File: src/rtl/mem_access_if.sv
// MEM-stage request/response and MIO bus signals of the load/store engine.
interface mem_access_if #(
  parameter int unsigned XLEN = 32
);
  localparam int unsigned NBE = XLEN / 8;

  // pipeline side
  logic            req_valid;
  logic            req_ready;
  logic            req_we;
  logic [XLEN-1:0] req_addr;
  logic [XLEN-1:0] req_wdata;
  logic [2:0]      req_dmtype;
  logic            flush;
  logic            stall;
  logic            rsp_valid;
  logic [XLEN-1:0] rsp_rdata;
  logic            rsp_err;

  // MIO bus side
  logic            CPU_MIO;
  logic            mem_w;
  logic [XLEN-1:0] Addr_out;
  logic [XLEN-1:0] Data_out;
  logic [NBE-1:0]  mem_be;
  logic [2:0]      DMType;
  logic [XLEN-1:0] Data_in;
  logic            MIO_ready;

  // the load/store engine
  modport slave (
    input  req_valid, req_we, req_addr, req_wdata, req_dmtype, flush, Data_in, MIO_ready,
    output req_ready, stall, rsp_valid, rsp_rdata, rsp_err,
           CPU_MIO, mem_w, Addr_out, Data_out, mem_be, DMType
  );

  // the pipeline plus the memory that drive it
  modport master (
    output req_valid, req_we, req_addr, req_wdata, req_dmtype, flush, Data_in, MIO_ready,
    input  req_ready, stall, rsp_valid, rsp_rdata, rsp_err,
           CPU_MIO, mem_w, Addr_out, Data_out, mem_be, DMType
  );
endinterface

File: src/rtl/mem_access_unit.sv
// MEM-stage load/store engine: MIO handshake with wait states, bus timeout,
// misalignment trap, byte/half/word lane steering and load extension.
module mem_access_unit #(
  parameter int unsigned XLEN        = 32,
  parameter int unsigned TIMEOUT_CYC = 15,
  parameter int unsigned CNT_W       = 4
) (
  input  logic        clk,
  input  logic        reset,
  mem_access_if.slave bus
);

  localparam int unsigned NBE = XLEN / 8;

  localparam logic [2:0] DM_W  = 3'b000;
  localparam logic [2:0] DM_H  = 3'b001;
  localparam logic [2:0] DM_HU = 3'b010;
  localparam logic [2:0] DM_B  = 3'b011;
  localparam logic [2:0] DM_BU = 3'b100;

  typedef enum logic [1:0] {
    IDLE   = 2'd0,
    ACCESS = 2'd1,
    RESP   = 2'd2
  } state_t;

  state_t state_q, state_d;

  // latched request
  logic            we_q, we_d;
  logic [XLEN-1:0] addr_q, addr_d;
  logic [2:0]      dmtype_q, dmtype_d;

  // access bookkeeping
  logic [CNT_W-1:0] cnt_q, cnt_d;
  logic             squash_q, squash_d;

  // response registers
  logic            rsp_valid_q, rsp_valid_d;
  logic            rsp_err_q, rsp_err_d;
  logic [XLEN-1:0] rsp_rdata_q, rsp_rdata_d;

  // bus registers
  logic            cpu_mio_q, cpu_mio_d;
  logic            mem_w_q, mem_w_d;
  logic [XLEN-1:0] addr_out_q, addr_out_d;
  logic [XLEN-1:0] data_out_q, data_out_d;
  logic [NBE-1:0]  mem_be_q, mem_be_d;

  // combinational helpers
  logic             accept_c;
  logic             misaligned_c;
  logic [XLEN-1:0]  wdata_steer_c;
  logic [NBE-1:0]   be_steer_c;
  logic [XLEN-1:0]  rdata_ext_c;
  logic [CNT_W-1:0] cnt_inc_c;
  logic             timeout_c;

  // request accepted only from IDLE and only when not being squashed
  assign accept_c  = (state_q == IDLE) && bus.req_valid && !bus.flush;
  assign cnt_inc_c = cnt_q + CNT_W'(1);
  assign timeout_c = (cnt_inc_c == CNT_W'(TIMEOUT_CYC));

  // alignment check on the incoming request
  always_comb begin
    misaligned_c = 1'b0;
    case (bus.req_dmtype)
      DM_H, DM_HU: misaligned_c = bus.req_addr[0];
      DM_B, DM_BU: misaligned_c = 1'b0;
      default:     misaligned_c = |bus.req_addr[1:0];
    endcase
  end

  // store data replication and byte enables for the incoming request
  always_comb begin
    wdata_steer_c = '0;
    be_steer_c    = '1;
    if (bus.req_we) begin
      case (bus.req_dmtype)
        DM_B, DM_BU: begin
          wdata_steer_c = {(XLEN/8){bus.req_wdata[7:0]}};
          be_steer_c    = NBE'(1) << bus.req_addr[1:0];
        end
        DM_H, DM_HU: begin
          wdata_steer_c = {(XLEN/16){bus.req_wdata[15:0]}};
          be_steer_c    = NBE'(3) << {bus.req_addr[1], 1'b0};
        end
        default: begin
          wdata_steer_c = bus.req_wdata;
          be_steer_c    = '1;
        end
      endcase
    end
  end

  // lane select and sign/zero extension of the returned read data
  always_comb begin
    logic [7:0]  lane_b;
    logic [15:0] lane_h;
    lane_b      = bus.Data_in[{addr_q[1:0], 3'b000} +: 8];
    lane_h      = bus.Data_in[{addr_q[1], 4'b0000} +: 16];
    rdata_ext_c = bus.Data_in;
    case (dmtype_q)
      DM_H:    rdata_ext_c = {{(XLEN-16){lane_h[15]}}, lane_h};
      DM_HU:   rdata_ext_c = {{(XLEN-16){1'b0}}, lane_h};
      DM_B:    rdata_ext_c = {{(XLEN-8){lane_b[7]}}, lane_b};
      DM_BU:   rdata_ext_c = {{(XLEN-8){1'b0}}, lane_b};
      default: rdata_ext_c = bus.Data_in;
    endcase
  end

  // next-state and next-output logic
  always_comb begin
    state_d     = state_q;
    we_d        = we_q;
    addr_d      = addr_q;
    dmtype_d    = dmtype_q;
    cnt_d       = cnt_q;
    squash_d    = squash_q;
    rsp_valid_d = 1'b0;
    rsp_err_d   = rsp_err_q;
    rsp_rdata_d = rsp_rdata_q;
    cpu_mio_d   = cpu_mio_q;
    mem_w_d     = mem_w_q;
    addr_out_d  = addr_out_q;
    data_out_d  = data_out_q;
    mem_be_d    = mem_be_q;

    case (state_q)
      IDLE: begin
        if (accept_c) begin
          we_d        = bus.req_we;
          addr_d      = bus.req_addr;
          dmtype_d    = bus.req_dmtype;
          cnt_d       = '0;
          squash_d    = 1'b0;
          rsp_err_d   = 1'b0;
          rsp_rdata_d = '0;
          if (misaligned_c) begin
            // trap without touching the bus
            state_d     = RESP;
            rsp_valid_d = 1'b1;
            rsp_err_d   = 1'b1;
          end else begin
            state_d    = ACCESS;
            cpu_mio_d  = 1'b1;
            mem_w_d    = bus.req_we;
            addr_out_d = {bus.req_addr[XLEN-1:2], 2'b00};
            data_out_d = wdata_steer_c;
            mem_be_d   = be_steer_c;
          end
        end
      end

      ACCESS: begin
        // a flush lets the bus cycle finish but hides the response
        if (bus.flush) begin
          squash_d = 1'b1;
        end
        if (bus.MIO_ready || timeout_c) begin
          state_d     = RESP;
          rsp_valid_d = !(squash_q || bus.flush);
          cnt_d       = '0;
          cpu_mio_d   = 1'b0;
          mem_w_d     = 1'b0;
          addr_out_d  = '0;
          data_out_d  = '0;
          mem_be_d    = '0;
          if (bus.MIO_ready) begin
            rsp_err_d   = 1'b0;
            rsp_rdata_d = we_q ? '0 : rdata_ext_c;
          end else begin
            rsp_err_d   = 1'b1;
            rsp_rdata_d = '0;
          end
        end else begin
          cnt_d = cnt_inc_c;
        end
      end

      RESP: begin
        state_d     = IDLE;
        squash_d    = 1'b0;
        rsp_err_d   = 1'b0;
        rsp_rdata_d = '0;
      end

      default: begin
        state_d = IDLE;
      end
    endcase
  end

  // state and output registers
  always_ff @(posedge clk) begin
    if (reset) begin
      state_q     <= IDLE;
      we_q        <= 1'b0;
      addr_q      <= '0;
      dmtype_q    <= '0;
      cnt_q       <= '0;
      squash_q    <= 1'b0;
      rsp_valid_q <= 1'b0;
      rsp_err_q   <= 1'b0;
      rsp_rdata_q <= '0;
      cpu_mio_q   <= 1'b0;
      mem_w_q     <= 1'b0;
      addr_out_q  <= '0;
      data_out_q  <= '0;
      mem_be_q    <= '0;
    end else begin
      state_q     <= state_d;
      we_q        <= we_d;
      addr_q      <= addr_d;
      dmtype_q    <= dmtype_d;
      cnt_q       <= cnt_d;
      squash_q    <= squash_d;
      rsp_valid_q <= rsp_valid_d;
      rsp_err_q   <= rsp_err_d;
      rsp_rdata_q <= rsp_rdata_d;
      cpu_mio_q   <= cpu_mio_d;
      mem_w_q     <= mem_w_d;
      addr_out_q  <= addr_out_d;
      data_out_q  <= data_out_d;
      mem_be_q    <= mem_be_d;
    end
  end

  // a flush arriving during RESP still cancels the response pulse
  assign bus.rsp_valid = rsp_valid_q && !bus.flush;
  assign bus.rsp_err   = rsp_err_q;
  assign bus.rsp_rdata = rsp_rdata_q;
  assign bus.req_ready = (state_q == IDLE);
  assign bus.stall     = accept_c || (state_q == ACCESS);
  assign bus.CPU_MIO   = cpu_mio_q;
  assign bus.mem_w     = mem_w_q;
  assign bus.Addr_out  = addr_out_q;
  assign bus.Data_out  = data_out_q;
  assign bus.mem_be    = mem_be_q;
  assign bus.DMType    = dmtype_q;

endmodule

File: src/flat_wrapper.sv
// flat-port wrapper written by rule: the top's interface ports become plain ports
module mem_access_unit_flat 
#(
  parameter int unsigned XLEN        = 32,
  parameter int unsigned TIMEOUT_CYC = 15,
  parameter int unsigned CNT_W       = 4
)
  (clk, reset, bus_req_valid, bus_req_we, bus_req_addr, bus_req_wdata, bus_req_dmtype, bus_flush, bus_Data_in, bus_MIO_ready, bus_req_ready, bus_stall, bus_rsp_valid, bus_rsp_rdata, bus_rsp_err, bus_CPU_MIO, bus_mem_w, bus_Addr_out, bus_Data_out, bus_mem_be, bus_DMType);
  mem_access_if #(.XLEN(XLEN)) bus_i ();
  input  logic clk;
  input  logic reset;
  input wire logic [$bits(bus_i.req_valid)-1:0] bus_req_valid;
  input wire logic [$bits(bus_i.req_we)-1:0] bus_req_we;
  input wire logic [$bits(bus_i.req_addr)-1:0] bus_req_addr;
  input wire logic [$bits(bus_i.req_wdata)-1:0] bus_req_wdata;
  input wire logic [$bits(bus_i.req_dmtype)-1:0] bus_req_dmtype;
  input wire logic [$bits(bus_i.flush)-1:0] bus_flush;
  input wire logic [$bits(bus_i.Data_in)-1:0] bus_Data_in;
  input wire logic [$bits(bus_i.MIO_ready)-1:0] bus_MIO_ready;
  output wire logic [$bits(bus_i.req_ready)-1:0] bus_req_ready;
  output wire logic [$bits(bus_i.stall)-1:0] bus_stall;
  output wire logic [$bits(bus_i.rsp_valid)-1:0] bus_rsp_valid;
  output wire logic [$bits(bus_i.rsp_rdata)-1:0] bus_rsp_rdata;
  output wire logic [$bits(bus_i.rsp_err)-1:0] bus_rsp_err;
  output wire logic [$bits(bus_i.CPU_MIO)-1:0] bus_CPU_MIO;
  output wire logic [$bits(bus_i.mem_w)-1:0] bus_mem_w;
  output wire logic [$bits(bus_i.Addr_out)-1:0] bus_Addr_out;
  output wire logic [$bits(bus_i.Data_out)-1:0] bus_Data_out;
  output wire logic [$bits(bus_i.mem_be)-1:0] bus_mem_be;
  output wire logic [$bits(bus_i.DMType)-1:0] bus_DMType;
  assign bus_i.req_valid = bus_req_valid;
  assign bus_i.req_we = bus_req_we;
  assign bus_i.req_addr = bus_req_addr;
  assign bus_i.req_wdata = bus_req_wdata;
  assign bus_i.req_dmtype = bus_req_dmtype;
  assign bus_i.flush = bus_flush;
  assign bus_i.Data_in = bus_Data_in;
  assign bus_i.MIO_ready = bus_MIO_ready;
  assign bus_req_ready = bus_i.req_ready;
  assign bus_stall = bus_i.stall;
  assign bus_rsp_valid = bus_i.rsp_valid;
  assign bus_rsp_rdata = bus_i.rsp_rdata;
  assign bus_rsp_err = bus_i.rsp_err;
  assign bus_CPU_MIO = bus_i.CPU_MIO;
  assign bus_mem_w = bus_i.mem_w;
  assign bus_Addr_out = bus_i.Addr_out;
  assign bus_Data_out = bus_i.Data_out;
  assign bus_mem_be = bus_i.mem_be;
  assign bus_DMType = bus_i.DMType;
  mem_access_unit #(.XLEN(XLEN), .TIMEOUT_CYC(TIMEOUT_CYC), .CNT_W(CNT_W)) u_core (.clk(clk), .reset(reset), .bus(bus_i));
endmodule
File: config.mk
export PLATFORM = sky130hd
export DESIGN_NAME = mem_access_unit_flat
export DESIGN_NICKNAME = d
export VERILOG_FILES = /design/src/rtl/mem_access_if.sv /design/src/rtl/mem_access_unit.sv /design/src/flat_wrapper.sv
export SDC_FILE = /design/constraint.sdc
export NUM_CORES = 1
export LEC_CHECK = 0
export BUFFER_PORTS_ARGS = -buffer_cell sky130_fd_sc_hd__buf_2
export CORE_MARGIN = 4
export CORE_UTILIZATION = 47
export DETAILED_ROUTE_END_ITERATION = 10
export GPL_TIMING_DRIVEN = 1
export PLACE_DENSITY_LB_ADDON = 0.3
export SYNTH_ARGS = -nofsm -noshare
export SYNTH_HDL_FRONTEND = slang
export SYNTH_SLANG_ARGS = --single-unit
File: constraint.sdc
create_clock -name clk -period 2.55 [get_ports clk]
set_input_delay 0.255 -clock clk [delete_from_list [all_inputs] [get_ports clk]]
set_output_delay 0.255 -clock clk [all_outputs]
set_load 0.02 [all_outputs]
* Yosys cells after proc, flatten, opt, wreduce, memory -nomap -nowiden
Index checks and enable logic that the tools add are counted.
** Storage, ports and cells
- Output and inout port bits :: 109
- Memories :: 0
- Word-level logic and storage cells :: 101
- Memory bits (writable) :: 0
- Register bits :: 117
- Latch bits :: 0
- Input bits :: 105
- Bits in read-only memories :: 0
** Operators by class
- Bitwise operators :: 0
- $lt $le $gt $ge :: 0
- Add/subtract/negate cells :: 1
- Shift operators :: 4
- Equality and inequality tests :: 15
- Multiplexer cells :: 47
- Multipliers :: 0
- Divide/modulo/power cells :: 0
- Reduce and logical (&&, ||, !) cells :: 20
** Operators with widths (count)
- 32-bit two-way mux :: 10
- 32-bit one-hot mux with 2 select lines :: 3
- 32-bit one-hot mux with 4 select lines :: 1
- 32-bit one-hot mux with 3 select lines :: 1
- 32-bit by 6-bit indexed part select with 16-bit output :: 1
- 32-bit by 6-bit indexed part select with 8-bit output :: 1
- 4-bit two-way mux :: 6
- 4-bit one-hot mux with 2 select lines :: 3
- 1-bit two-way mux :: 13
- 3-bit by 2-bit equality test with 1-bit output, second input constant :: 4
- 1-bit one-hot mux with 2 select lines :: 4
- 3-bit by 1-bit equality test with 1-bit output, second input constant :: 2
- 3-bit equality test, second input constant :: 2
- 2-bit two-way mux :: 3
- 1-bit one-hot mux with 3 select lines :: 2
- 2-bit AND reduction :: 3
- 3-bit AND reduction :: 2
- 2-bit OR reduction :: 3
- 4-bit by 1-bit adder with 4-bit output, second input constant :: 1
- 4-bit equality test, second input constant :: 1
- 2-bit by 1-bit != test with 1-bit output, second input constant :: 2
- 2-bit != test, second input constant :: 2
- 2-bit one-hot mux with 2 select lines :: 1
- 4-bit AND reduction :: 1
- other kinds (10) :: 15

* Logic depth before layout (Yosys ltp)
- Depth after elaboration :: 7
- Depth in mapped cells :: 9
- Gate-level depth less buffers :: 7

* Least setup slack after synthesis
OpenSTA, ideal clock, no wires.
- Path type :: reg-to-reg
- Start :: register u_core.state_q[1]
- End :: register u_core.addr_out_q[30], in the netlist u_core.bus.Addr_out[30]
- Data required time :: 2.434 ns
- Setup time :: 0.116 ns
- Arrival :: 1.976 ns
- Stages on the path, launching flop included :: 9
- Setup slack :: 0.458 ns
- Clock period less this slack :: 2.092 ns
- Buffers on the path :: 2
- Path through :: dfxtp_1 inv_1 ha_1 nand3b_1 o21ai_1 nand3_2 buf_2 buf_6 a31o_1
** On the way
- Longest elaborated chain between the ends :: 5
- Elaborated cells on any way between the ends :: 10
- Classes of those cells :: eq/ne: 4; mux: 1; reduce/logical: 5
** RTL lines
- start, declared :: RTL line mem_access_unit.sv:27 : state_t state_q, state_d;
- start signal, assigned :: RTL line mem_access_unit.sv:212 : state_q <= state_d;
- 2-bit logical NOT (*)
- named net bus_req_ready :: RTL line flat_wrapper.sv:20 : output wire logic [$bits(bus_i.req_ready)-1:0] bus_req_ready;
- 1-bit logical AND (2 in a row) :: RTL line mem_access_unit.sv:60 : assign accept_c = (state_q == IDLE) && bus.req_valid && !bus.flush;
- 2-bit by 1-bit != test with 1-bit output (no source line)
- 4-bit AND reduction (no source line)
- end signal, assigned :: RTL line mem_access_unit.sv:223 : addr_out_q <= addr_out_d;
- end, declared :: RTL line mem_access_unit.sv:46 : logic [XLEN-1:0] addr_out_q, addr_out_d;
Mark *: on every way through the listed nets, which the timed path passes. The rest lies on a longest branch.
A chain may end at the register's enable or synchronous reset.

* Final worst setup path
- Start :: register u_core.state_q[1]
- End :: register u_core.addr_out_q[25], in the netlist u_core.bus.Addr_out[25]
** On the way
- Longest elaborated chain between the ends :: 5
- Elaborated cells on any way between the ends :: 10
- Classes of those cells :: eq/ne: 4; mux: 1; reduce/logical: 5
** RTL lines (RTL line)
- 2-bit logical NOT :: mem_access_unit.sv:60, mem_access_unit.sv:129
- 1-bit logical AND (2 in a row) :: mem_access_unit.sv:60
- 2-bit by 1-bit != test with 1-bit output (no source line)
- 4-bit AND reduction (no source line)
Parallel ways exist; a longest one is shown, timed or not.

==> metrics.log <==
[metrics] status: complete, no violations
[metrics] Sequential Area: 0.00230 sq mm
[metrics] clock root buffer master: clkbuf_16
[metrics] library cells used by synthesis: 70
[metrics] DRC viols: 0
[metrics] power density over the cells: 674 mW/mm^2
[metrics] via count of the routed design: 6337
[metrics] depth of the worst register-to-register path: 7
[metrics] Gate Count Post-Synth: 707
[metrics] worst path arrival time: 2.57 ns
[metrics] number of cells in the finished layout apart from fillers: 1082
[metrics] Synth async-reset ratio: 0%
[metrics] global-route wire length before repair: 30300 um
[metrics] length of the first detailed-routing pass in iterations: 6
[metrics] number of placed cells counting well taps: 1050
[metrics] HPWL after detailed placement: 13100 um
[metrics] fraction of the yosys area taken by sequential cells: 38.0%
[metrics] dominant combinational cell family by area after synthesis: compound AO/OA/AOI/OAI gates
[metrics] count of flip-flops with a built-in enable after synthesis: 0
[metrics] data required time of the worst path: 2.86 ns
[metrics] number of input and output port buffers inserted: 211
[metrics] crit-path leading delay family: compound AO/OA/AOI/OAI gates
[metrics] most frequent standard cell in the layout excluding fill and tap cells: buf_2
[metrics] type of destination of the critical path: flip-flop
[metrics] IO Pins: 214
[metrics] GP Congestion: 0.948
[metrics] final-stage net count: 1007
[metrics] worst setup slack before clock tree synthesis: 0.227 ns
[metrics] f_max: 443 MHz
[metrics] combined global-route utilization of all metal layers: 25.6%
[metrics] setup skew after layout: 0.00608 ns
[metrics] post-synthesis share of cell area spent on and, or, nand and nor gates: 17.6%
[metrics] syn_area_per_cell: 8.57 sq um
[metrics] total length of routed wires: 19000 um
[metrics] die area: 0.0148 sq mm
[metrics] proportion of synthesized area in mux cells: 6.15%
[metrics] via density per instance: 5.86
[metrics] post-route cell area: 0.00784 sq mm
[metrics] synth-to-layout area growth: 29.3%
[metrics] number of CTS-inserted buffers: 17
[metrics] Multi-input gate area: 0.00342 sq mm
[metrics] total clock sinks: 115
[metrics] worst hold path cell count: 3
[metrics] max_cap viols: 0
[metrics] final number of max-transition violations: 0
[metrics] max_slew headroom: 41.0%
[metrics] XOR/XNOR share of the synthesized area: 0.723%
[metrics] leakage: 3.49 nW
[metrics] Crit Path Class: flip-flop to flip-flop
[metrics] final setup TNS: 0 ns
[metrics] worst hold path class: primary input to flip-flop
[metrics] CTS clock-pin slew for the worst setup and hold paths: 0.05 ns
[metrics] total of endpoints with negative setup slack in the final report: 0
[metrics] total of fill cells in the finished design: 1186
[metrics] area of the core region: 0.0126 sq mm
[metrics] CTS H-Tree Depth: 4
[metrics] startpoint type of the worst setup path: flip-flop
[metrics] CTS tree: done
[metrics] antenna cell count: 0
[metrics] number of register bits inferred by synthesis: 115
[metrics] post-layout worst setup margin: 0.293 ns
[metrics] share of final-layout standard cells stronger than drive strength 1: 34.2%
[metrics] worst path cell trace: inv_1 > ha_1 > nand3b_1 > o21ai_1 > nand3_2 > buf_4 > a31o_2
[metrics] peak supply drop: 0.513 mV
[metrics] most frequent cells in the layout: buf_2, dfxtp_1, nand2_1
[metrics] largest net degree at the start of global routing: 105
[metrics] count of endpoints failing hold in the final timing report: 0
[metrics] Synth Cell Area: 0.00606 sq mm
[metrics] Placement Cell Area: 0.00724 sq mm
[metrics] vias in the first global route: 5848
[metrics] critical path's largest stage delay: 0.43 ns
[metrics] y dimension of the die: 122 um
[metrics] worst-margin pin slew: 0.875 ns
[metrics] dominant synthesized flop cell: dfxtp_1
[metrics] number of buffer and inverter instances along the worst setup path: 2
[metrics] synthesized-area fraction occupied by ao, oa, aoi and oai cells: 30.0%
[metrics] # rows: 41
[metrics] Antenna Violating Nets Remaining: 0
[metrics] initial core utilization: 48.0%
[metrics] clock buffer depth: 2
[metrics] peak fanout along the critical path: 30
[metrics] minimum hold slack: 0.103 ns
[metrics] WL/cell: 17.6 um
[metrics] final critical-path required period: 2.26 ns
[metrics] Die W: 122 um
[metrics] slowest stage cell on the critical path: o21ai_1
[metrics] antenna violations before repair: 0
[metrics] total of warnings raised by yosys: 0
[metrics] iteration-0 DRC count of the detailed router: 527
[metrics] total stage count of the critical path: 7
[metrics] latest clock arrival within the worst-skew pair: 0.41 ns
[metrics] Adder-Cell Fraction of Synth Area: 1.22%
[metrics] final period utilization: 88.5%
[metrics] remaining global-route overflow: 0
[metrics] unrepaired setup endpoints after global routing: no
registers in the layout (all words and copies together) (netlist names):
signal / flops
u_core.addr_q: 2
u_core.bus.Addr_out: 30
u_core.bus.CPU_MIO: 1
u_core.bus.DMType: 3
u_core.bus.Data_out: 32
u_core.bus.mem_be: 4
u_core.bus.mem_w: 1
u_core.bus.rsp_err: 1
u_core.bus.rsp_rdata: 32
u_core.cnt_q: 4
u_core.rsp_valid_q: 1
u_core.squash_q: 1
u_core.state_q: 2
u_core.we_q: 1
through the flow:
step                      util [%]  total power, mW
after global routing          62.1             5.49
after floorplan                  -             2.61
after global placement        57.4             2.92
after detailed placement      57.4             2.93
after CTS                     62.0             5.31
final                         62.1             5.28
power by group:
part           internal [mW]  total, mW  leakage (nW)  switching, mW
Combinational          0.355      0.986          2.27          0.631
Sequential              1.87       1.93         0.931         0.0517
Clock                   1.55       2.37         0.286          0.822
worst register-to-register path: cells and delay by family, from the launching register on:
family	cells	cell delay, ns
buf+inv	2	0.34
simple gates	2	0.46
fa+ha+maj	1	0.32
flops	1	0.31
compound gates	2	0.72
layout make-up:
cell class / instances / area share, %
clock buffer: 21 / 5.75
clock inverter: 11 / 1.72
inverter: 14 / 0.671
multi-input combinational: 512 / 43.6
sequential: 115 / 29.4
tap: 172 / 2.75
timing repair buffer: 237 / 16.1
timing repair:
action / CTS / global route
endpoints found under the hold margin: 0 / 0
gates resized for setup: 0 / 1
endpoints found under the setup margin: 0 / 5
buffers inserted: 0 / 0
hold buffers: 0 / 0
cells in the mapped netlist, types with 3 or more instances:
| cell | n | area share (%) |
|---|---|---|
| a21oi_1 | 31 | 2.6 |
| ha_1 | 5 | 1.0 |
| o311ai_1 | 14 | 2.0 |
| nor2b_1 | 10 | 1.0 |
| mux2i_1 | 26 | 4.3 |
| o31ai_1 | 14 | 1.7 |
| o32ai_1 | 3 | 0.43 |
| nand2_1 | 66 | 4.1 |
| buf_4 | 5 | 0.62 |
| nand3b_1 | 3 | 0.37 |
| nand2b_1 | 5 | 0.52 |
| a22o_1 | 5 | 0.72 |
| o2bb2ai_1 | 24 | 3.5 |
| buf_2 | 12 | 0.99 |
| xnor2_1 | 5 | 0.72 |
| a21boi_0 | 6 | 0.74 |
| a31oi_1 | 4 | 0.41 |
| o211ai_1 | 5 | 0.62 |
| a2bb2oi_1 | 7 | 1.0 |
| clkbuf_1 | 43 | 2.7 |
| nand3_1 | 44 | 3.6 |
| o21a_1 | 4 | 0.50 |
| a31o_2 | 17 | 2.5 |
| dfxtp_1 | 115 | 38 |
| mux2_2 | 10 | 1.9 |
| o21ai_0 | 53 | 4.4 |
| inv_1 | 12 | 0.74 |
| o22ai_1 | 30 | 3.1 |
| buf_6 | 5 | 0.93 |
| nand4b_1 | 8 | 1.2 |
| nor4_1 | 30 | 3.1 |
| a21o_1 | 8 | 0.99 |
| o21ai_1 | 4 | 0.33 |
| a31o_1 | 15 | 2.2 |
| nor2_1 | 20 | 1.2 |
logic make-up after synthesis:
group | Yosys count
XOR/XNOR | 5
multiplexers | 36
adder cells (fa/ha/maj) | 6
AO/OA/AOI/OAI | 259
flip-flops | 115
AND/OR/NAND/NOR | 204
other | 1
buffers and inverters | 81
per-layer routing:
layer / GRT usage, % / part of all wire [%]
met5: 0 / 0
met4: 8.75 / 1.7
met3: 8.08 / 9.5
met2: 37.9 / 45
met1: 35.4 / 44
worst paths after layout:
path                                from                 endpoint  slack, ns
setup / recovery       u_core.state_q[1]  u_core.bus.Addr_out[25]       0.29
hold / removal         bus_req_wdata[19]  u_core.bus.Data_out[19]       0.10
setup reg to reg       u_core.state_q[1]  u_core.bus.Addr_out[25]       0.29
hold reg to reg   u_core.bus.Data_out[3]   u_core.bus.Data_out[3]       0.45
(Power assumes the default switching activity.)
